File: src/rtl/uart_echo_responder.sv
// uart_echo_responder
//   Takes bytes from the UART receiver, queues them in a small FIFO and
//   sends them back through the transmitter start/done handshake. It can
//   optionally fold ASCII lowercase to uppercase on the way out. Sticky
//   flags record dropped bytes and aborted (timed-out) transmits.
//
// Ports
//   clk, reset  : system clock, synchronous active-high reset
//   rx_data     : received byte, valid while rx_done=1
//   rx_done     : one-cycle strobe, rx_data valid
//   tx_done     : one-cycle strobe, transmitter finished the stop bit
//   tx_active   : transmitter busy (status only, not used for sequencing)
//   clr_flags   : one-cycle clear of overflow / tx_timeout
//   tx_data     : byte to transmit, held from tx_en until tx_done or abort
//   tx_en       : one-cycle transmit start pulse
//   fifo_count  : FIFO occupancy, 0..2**ADDR_W
//   busy        : FSM is not in IDLE
//   overflow    : sticky, a byte was dropped on a full FIFO
//   tx_timeout  : sticky, a transmit was aborted waiting for tx_done
module uart_echo_responder #(
    parameter int ADDR_W     = 3,
    parameter int CASE_FOLD  = 1,
    parameter int TX_TIMEOUT = 2000000   // must be >= 2
) (
    input  logic              clk,
    input  logic              reset,
    input  logic [7:0]        rx_data,
    input  logic              rx_done,
    input  logic              tx_done,
    input  logic              tx_active,
    input  logic              clr_flags,
    output logic [7:0]        tx_data,
    output logic              tx_en,
    output logic [ADDR_W:0]   fifo_count,
    output logic              busy,
    output logic              overflow,
    output logic              tx_timeout
);
    localparam int DEPTH = 1 << ADDR_W;
    localparam int CNT_W = $clog2(TX_TIMEOUT + 1);

    typedef enum logic [1:0] {IDLE, START, WAIT_DONE} state_t;

    state_t              state, state_nxt;
    logic [7:0]          mem [DEPTH];
    logic [ADDR_W-1:0]   wr_ptr, rd_ptr;
    logic [ADDR_W:0]     count;
    logic [CNT_W-1:0]    tmo_cnt, tmo_inc;
    logic                push, pop, abort;

    // Transmitter busy is informational only; sequencing relies on tx_done.
    logic unused_tx_active;
    assign unused_tx_active = tx_active;

    function automatic logic [7:0] fold(input logic [7:0] b);
        if (CASE_FOLD != 0 && b >= 8'h61 && b <= 8'h7A)
            return b - 8'h20;
        return b;
    endfunction

    assign tmo_inc = tmo_cnt + CNT_W'(1);

    always_comb begin
        state_nxt = state;
        pop       = 1'b0;
        abort     = 1'b0;
        tx_en     = 1'b0;
        case (state)
            IDLE: begin
                if (count != '0) begin
                    pop       = 1'b1;
                    state_nxt = START;
                end
            end
            START: begin
                tx_en     = 1'b1;
                state_nxt = WAIT_DONE;
            end
            WAIT_DONE: begin
                if (tx_done) begin
                    state_nxt = IDLE;
                end else if (tmo_inc == CNT_W'(TX_TIMEOUT - 1)) begin
                    // counter reaches TX_TIMEOUT-1 on this edge: give up
                    abort     = 1'b1;
                    state_nxt = IDLE;
                end
            end
            default: state_nxt = IDLE;
        endcase
    end

    // A full FIFO still accepts a byte when the head is leaving this cycle.
    assign push = rx_done && ((count != (ADDR_W+1)'(DEPTH)) || pop);

    always_ff @(posedge clk) begin
        if (push)
            mem[wr_ptr] <= rx_data;
    end

    always_ff @(posedge clk) begin
        if (reset) begin
            state      <= IDLE;
            wr_ptr     <= '0;
            rd_ptr     <= '0;
            count      <= '0;
            tmo_cnt    <= '0;
            tx_data    <= 8'h00;
            overflow   <= 1'b0;
            tx_timeout <= 1'b0;
        end else begin
            state <= state_nxt;
            if (push)
                wr_ptr <= wr_ptr + 1'b1;
            if (pop) begin
                rd_ptr  <= rd_ptr + 1'b1;
                tx_data <= fold(mem[rd_ptr]);
            end
            case ({push, pop})
                2'b10:   count <= count + 1'b1;
                2'b01:   count <= count - 1'b1;
                default: count <= count;
            endcase
            if (state == START)
                tmo_cnt <= '0;
            else if (state == WAIT_DONE && !tx_done)
                tmo_cnt <= tmo_inc;
            // set beats clear when both happen in the same cycle
            overflow   <= (overflow & ~clr_flags) | (rx_done & ~push);
            tx_timeout <= (tx_timeout & ~clr_flags) | abort;
        end
    end

    assign fifo_count = count;
    assign busy       = (state != IDLE);

endmodule

File: config.mk
export PLATFORM = sky130hd
export DESIGN_NAME = uart_echo_responder
export DESIGN_NICKNAME = d
export VERILOG_FILES = /design/src/rtl/uart_echo_responder.sv
export SDC_FILE = /design/constraint.sdc
export NUM_CORES = 1
export LEC_CHECK = 0
export CORE_MARGIN = 4
export CORE_UTILIZATION = 60
export CTS_CLUSTER_DIAMETER = 50
export DETAILED_ROUTE_END_ITERATION = 12
export MAX_ROUTING_LAYER = met4
export PLACE_DENSITY = 0.8
export SYNTH_ARGS = -nofsm -noshare
export SYNTH_HDL_FRONTEND = slang
export SYNTH_SLANG_ARGS = --single-unit
File: constraint.sdc
create_clock -name clk -period 4.2 [get_ports clk]
set_input_delay 1.26 -clock clk [delete_from_list [all_inputs] [get_ports clk]]
set_output_delay 1.26 -clock clk [all_outputs]
set_load 0.005 [all_outputs]
**Yosys cells after proc, flatten, opt, wreduce, memory -nomap -nowiden**

Memories as Yosys holds them, arrays and structs flattened. A register that Yosys moved wholly into a read port is not among the register bits.
Index checks and enable logic that the tools add are counted.

- Memories kept: 1
- RAM bits: 64
- Output and inout port bits: 16
- Register bits: 43
- Input port bits: 14

Memories:

| memory | depth | width | rd ports | clocked after memory_dff | write ports | RTL line | source |
|---|---|---|---|---|---|---|---|
| mem | 8 | 8 | 1 | 1 | 1 | 45 | `logic [7:0] mem [DEPTH];` |

- Multiplexer cells: 20
- Reduce and logical (&&, ||, !) cells: 11
- Equal/unequal tests: 8
- Bitwise logic cells: 7
- Add/subtract/negate cells: 6
- $lt $le $gt $ge: 2

Operator list:

| cell | number |
|---|---|
| adder 21 x 1 -> 21 bit (second input constant) | 1 |
| equality test 21 bit (second input constant) | 1 |
| two-way mux 8 bit | 2 |
| two-way mux 1 bit | 11 |
| >= comparator 8 x 7 -> 1 bit (second input constant) | 1 |
| <= comparator 8 x 7 -> 1 bit (second input constant) | 1 |
| case mux 4 bit (2 select lines) | 1 |
| subtractor 8 x 6 -> 8 bit (second input constant) | 1 |
| adder 3 x 1 -> 3 bit (second input constant) | 2 |
| two-way mux 2 bit | 3 |
| two-way mux 3 bit | 2 |
| case mux 2 bit (3 select lines) | 1 |
| adder 4 x 1 -> 4 bit (second input constant) | 1 |
| equality test 2 x 1 -> 1 bit (second input constant) | 2 |
| equality test 2 bit (second input constant) | 2 |
| != test 4 bit (second input constant) | 1 |
| nonzero test 2 bit | 2 |
| nonzero test 4 bit | 1 |
| subtractor 4 x 1 -> 4 bit (second input constant) | 1 |
| bitwise AND 1 bit | 3 |
| logical AND 1 bit | 3 |
| != test 3 bit (second input constant) | 1 |
| logical NOT 2 bit | 1 |
| != test 2 bit (second input constant) | 1 |
| other kinds (6) | 8 |

**Longest topological paths before layout**

- Word-level depth: 8
- Gate-level depth with buffers: 11

**Least setup slack after synthesis**

Ideal clock, no wire load.

- Kind: input port to flip-flop
- Start: input rx_done
- End: register count[3] (netlist: fifo_count[3])
- Slack: 1.126 ns
- Stages: 9
- Arrival time: 3.003 ns
- Cell sequence: nor2b_1 > inv_1 > ha_1 > ha_1 > a21o_1 > a21oi_1 > xnor2_1 > or3_1 > a21oi_1

- Longest elaborated chain between the ends: 3
- Elaborated cells between the ends (all ways): 5
- Those cells by class: eq/ne (2); mux (1); reduce/logical (2)

RTL lines:

| item | RTL line | source |
|---|---|---|
| start, declared | 28 | `input logic rx_done,` |
| logical AND 1 bit (*) | 93 | `assign push = rx_done && ((count != (ADDR_W+1)'(DEPTH)) \|\| pop);` |
| equality test 2 x 1 -> 1 bit / equality test 2 bit (equally long branches) | 118 | `case ({push, pop})` |
| case mux 4 bit (2 select lines) / nonzero test 2 bit (equally long branches) | - |  |
| end signal, assigned | 119 | `2'b10: count <= count + 1'b1;` |
| end signal, assigned | 120 | `2'b01: count <= count - 1'b1;` |
| end signal, assigned | 121 | `default: count <= count;` |
| end, declared | 47 | `logic [ADDR_W:0] count;` |

Mark *: on every way between the ends. The rest lies on a longest branch, timed or not.
A chain may end at the register's enable or synchronous reset.

**Worst setup path in the final report**

Ends and elaborated chain as after synthesis.

==> impl_metrics.ini <==
[logic_synthesis]
synthArstFlopShare_pct = 0
synthesis.nets = 402
synth-main-ff-cell = sky130_fd_sc_hd__edfxtp_1
number_of_synthesized_register_bits = 110
synth.yosys.seq_area_share_pct = 58.9
post_synth_num_cell_types = 56
syn-instance-count = 378
synth_area_leader_cell = sky130_fd_sc_hd__edfxtp_1
synth_enable_flop_cells = 64
synth.top_cells.by_area = sky130_fd_sc_hd__edfxtp_1 40%, sky130_fd_sc_hd__dfxtp_1 19%, sky130_fd_sc_hd__mux4_1 4.9%, sky130_fd_sc_hd__nor2_1 3.8%, sky130_fd_sc_hd__xor2_1 3.5%
avgSynthCellArea_um2 = 12.8
post_synth_instance_area_um2 = 4820
synth.yosys.warnings = 0
yosys.area.top_type_share_pct = 39.8

[clock_tree]
post_cts_setup_driven_buffer_insertion_count = 0
cts_resized = 0
tritoncts = built
ctsHoldBuffers = 0
worst_setup_hold_path_clk_slew_ps = 110
cts_num_sinks = 110
cts-root-buf = sky130_fd_sc_hd__clkbuf_8
clk-insertion-delay-late_ps = 370
number_of_buffers_inserted_during_clock_tree_synthesis = 9
number_of_buffers_on_the_longest_clock_path = 2
htree_levels = 3

[placement]
routabilityCongestion = 0.857
dpl.hpwl_um = 6150
place.port_buffers = 28

[sta]
setup_total_negative_slack_ps = 0
max_slew.worst_pin.slew_ps = 969
setup_repair_after_global_routing_missed_its_margin = no
achievable-frequency_mhz = 287
final-setup-viol-count = 0
final_min_period_over_clock_period_pct = 83.0
final-hold-violation-count = 0
worst_clock_skew_ps = 14.7
slew_viol_final = 0
slew_headroom_pct = 35.3
period_needed_ps = 3490

[setup_path]
reg2reg_depth = 10
critical_path.endpoint_type = flop
critical_path.reg2reg.endpoint = fifo_count[3]$_SDFFE_PP0P_
path_cells = clkdlybuf4s50_1, nor2b_1, inv_1, ha_1, ha_1, a21o_1, a21oi_1, xnor2_1, or3_1, a21oi_1
cp_top_family = buffers and inverters
reg2reg_from = fifo_count[0]$_SDFFE_PP0P_
count_of_buffer_and_inverter_cells_on_the_critical_path = 2
critical-path-max-stage-delay_ps = 470
worstPathRequired_ps = 4500
start_to_end_type_of_the_worst_setup_path = in2reg
timing.reg2reg.setup_slack_ps = 1210
cell_with_the_biggest_individual_delay_on_the_critical_path = sky130_fd_sc_hd__clkdlybuf4s50_1
startpoint_type = primary input
critical_path_peak_fanout = 6
crit_arrival_ps = 3790

[detailed_routing]
initialDrtViolationCount = 122
drc_violations_left = 0
drt_pass1_iterations = 4
vias = 3056
antenna_left = 0
vias_per_cell = 5.87
postRouteWirelength_um = 8870
wl_per_cell_um = 17.0

[die]
floorplan.initialDensity_pct = 62.1
rows = 32
die_w_um = 97.7
boundaryPins = 30
die-area_um2 = 9540
chipHeight_um = 97.7
placeableCoreArea_um2 = 7770

[pwr]
total_leakage_power_uw = 0.00189
power.ir.vdd_worst_mv = 0.276
powerDensity_nw_per_um2 = 493

[final_layout]
multi_input_area_um2 = 1870
postLayoutCoreUtil_pct = 69.8
design.final.nets = 438
mostFrequentLayoutCell = sky130_fd_sc_hd__edfxtp_1
n_fill_cell = 568
layout.cells.most_common_list = 64 x sky130_fd_sc_hd__edfxtp_1, 49 x sky130_fd_sc_hd__nor2_1, 46 x sky130_fd_sc_hd__dfxtp_1
flow.area_growth_from_synthesis_pct = 12.4
number_of_inserted_diodes = 0
seqCellArea_um2 = 2840
layout-drive-gt1-share_pct = 9.07

[grt]
antenna_found_initial = 0
first_pass_grt_wire_length_um = 14700
grt_usage_pct = 20.0
via_count_of_the_first_global_routing_pass = 2981
pin_count_of_the_biggest_net_entering_global_routing = 24
overflow_left_after_global_routing = 0

[status]
status = finished clean

[min_path]
timing.hold.worst.class = reg2reg
min_delay_path_depth = 2
hold_path.startpoint = rd_ptr[1]$_SDFFE_PP0N_

[run]
max_cap_violations = 0
Yosys cell counts, drive strengths merged (3+ instances only):
library cell  number
dfxtp             46
ha                 9
nand2             29
a21boi             3
nor2              49
nor2b              4
a211oi             6
o21ai              6
xnor2             10
nor3b              4
and3               6
nor3               9
a21oi              9
inv               11
nand2b             4
mux2i              8
nand3             14
xor2              19
nand4              8
edfxtp            64
a21o               3
clkbuf             4
nor4               3
buf                8
mux4              16
final cells by class:
type                       instances  area share, %
sequential                       110           52.4
clock inverter                     7           1.18
tap                              102           2.35
timing repair buffer              37           6.42
multi-input combinational        244           34.5
clock buffer                       9           2.28
inverter                          12          0.831
where the power goes:
group | switching, µW | leakage (µW) | internal [µW]
sequential | 109 | 0.000955 | 1240
combinational | 366 | 0.000836 | 365
clock | 368 | 0.0000954 | 229
logic make-up after synthesis:
logic type	after synthesis	share of synthesized area, %
and+or+nand+nor	140	14.4
muxes	24	10.2
DFF	110	58.9
buffers and inverters	24	2.28
AOI/OAI and AO/OA	41	6.17
xor gates and xnor gates	29	5.27
adders and majority gates	10	2.75
routing by layer:
layer | vias to the layer above | global-route usage, % | share of wire, %
li1 | 1472 | - | -
met1 | 1501 | 23.9 | 43
met2 | 70 | 34.4 | 53
met3 | 13 | 3.66 | 3.4
met4 | 0 | 6.50 | 1.0
met5 | - | - | 0
worst max-delay path by stage:
stage | to | startpoint | slack, ps | cells after the start
after floorplan | fifo_count[3]$_SDFFE_PP0P_ | rx_done | 1130 | 9
after global placement | fifo_count[3]$_SDFFE_PP0P_ | rx_done | 470 | 10
after detailed placement | fifo_count[3]$_SDFFE_PP0P_ | rx_done | 330 | 10
after CTS | fifo_count[3]$_SDFFE_PP0P_ | rx_done | 720 | 10
after global routing | fifo_count[3]$_SDFFE_PP0P_ | rx_done | 600 | 10
final | fifo_count[3]$_SDFFE_PP0P_ | rx_done | 710 | 10
through the flow:
stage / instances / hold slack, ps / instance area (µm²) / power (µW) / worst slack, ps
3_5_place_dp: 505 / 483 / 5230 / 2110 / 327
6_report: 521 / 499 / 5420 / 2670 / 715
5_1_grt: 521 / 531 / 5420 / 2820 / 599
2_1_floorplan: 378 / 454 / 4820 / 1850 / 1130
4_1_cts: 521 / 503 / 5420 / 2690 / 718
3_3_place_gp: 505 / 471 / 5230 / 2070 / 470
sequential cells by signal, summed over array words and instances (netlist names), named ones only:
| signal | cells |
|---|---|
| tx_timeout | 1 |
| rd_ptr | 3 |
| tx_data | 8 |
| tmo_cnt | 21 |
| fifo_count | 4 |
| mem | 64 |
| state | 2 |
| overflow | 1 |
| wr_ptr | 3 |
worst reg2reg max path, stage by stage (launching register included):
cell                       delay, ps
sky130_fd_sc_hd__dfxtp_1         380
sky130_fd_sc_hd__nor3_1          240
sky130_fd_sc_hd__a21o_1          310
sky130_fd_sc_hd__clkinv_1        430
sky130_fd_sc_hd__ha_1            390
sky130_fd_sc_hd__ha_1            280
sky130_fd_sc_hd__a21o_1          170
sky130_fd_sc_hd__a21oi_1         170
sky130_fd_sc_hd__xnor2_1         100
sky130_fd_sc_hd__or3_1           310
sky130_fd_sc_hd__a21oi_1         150
Note: power is estimated with default switching activity, not from simulation.
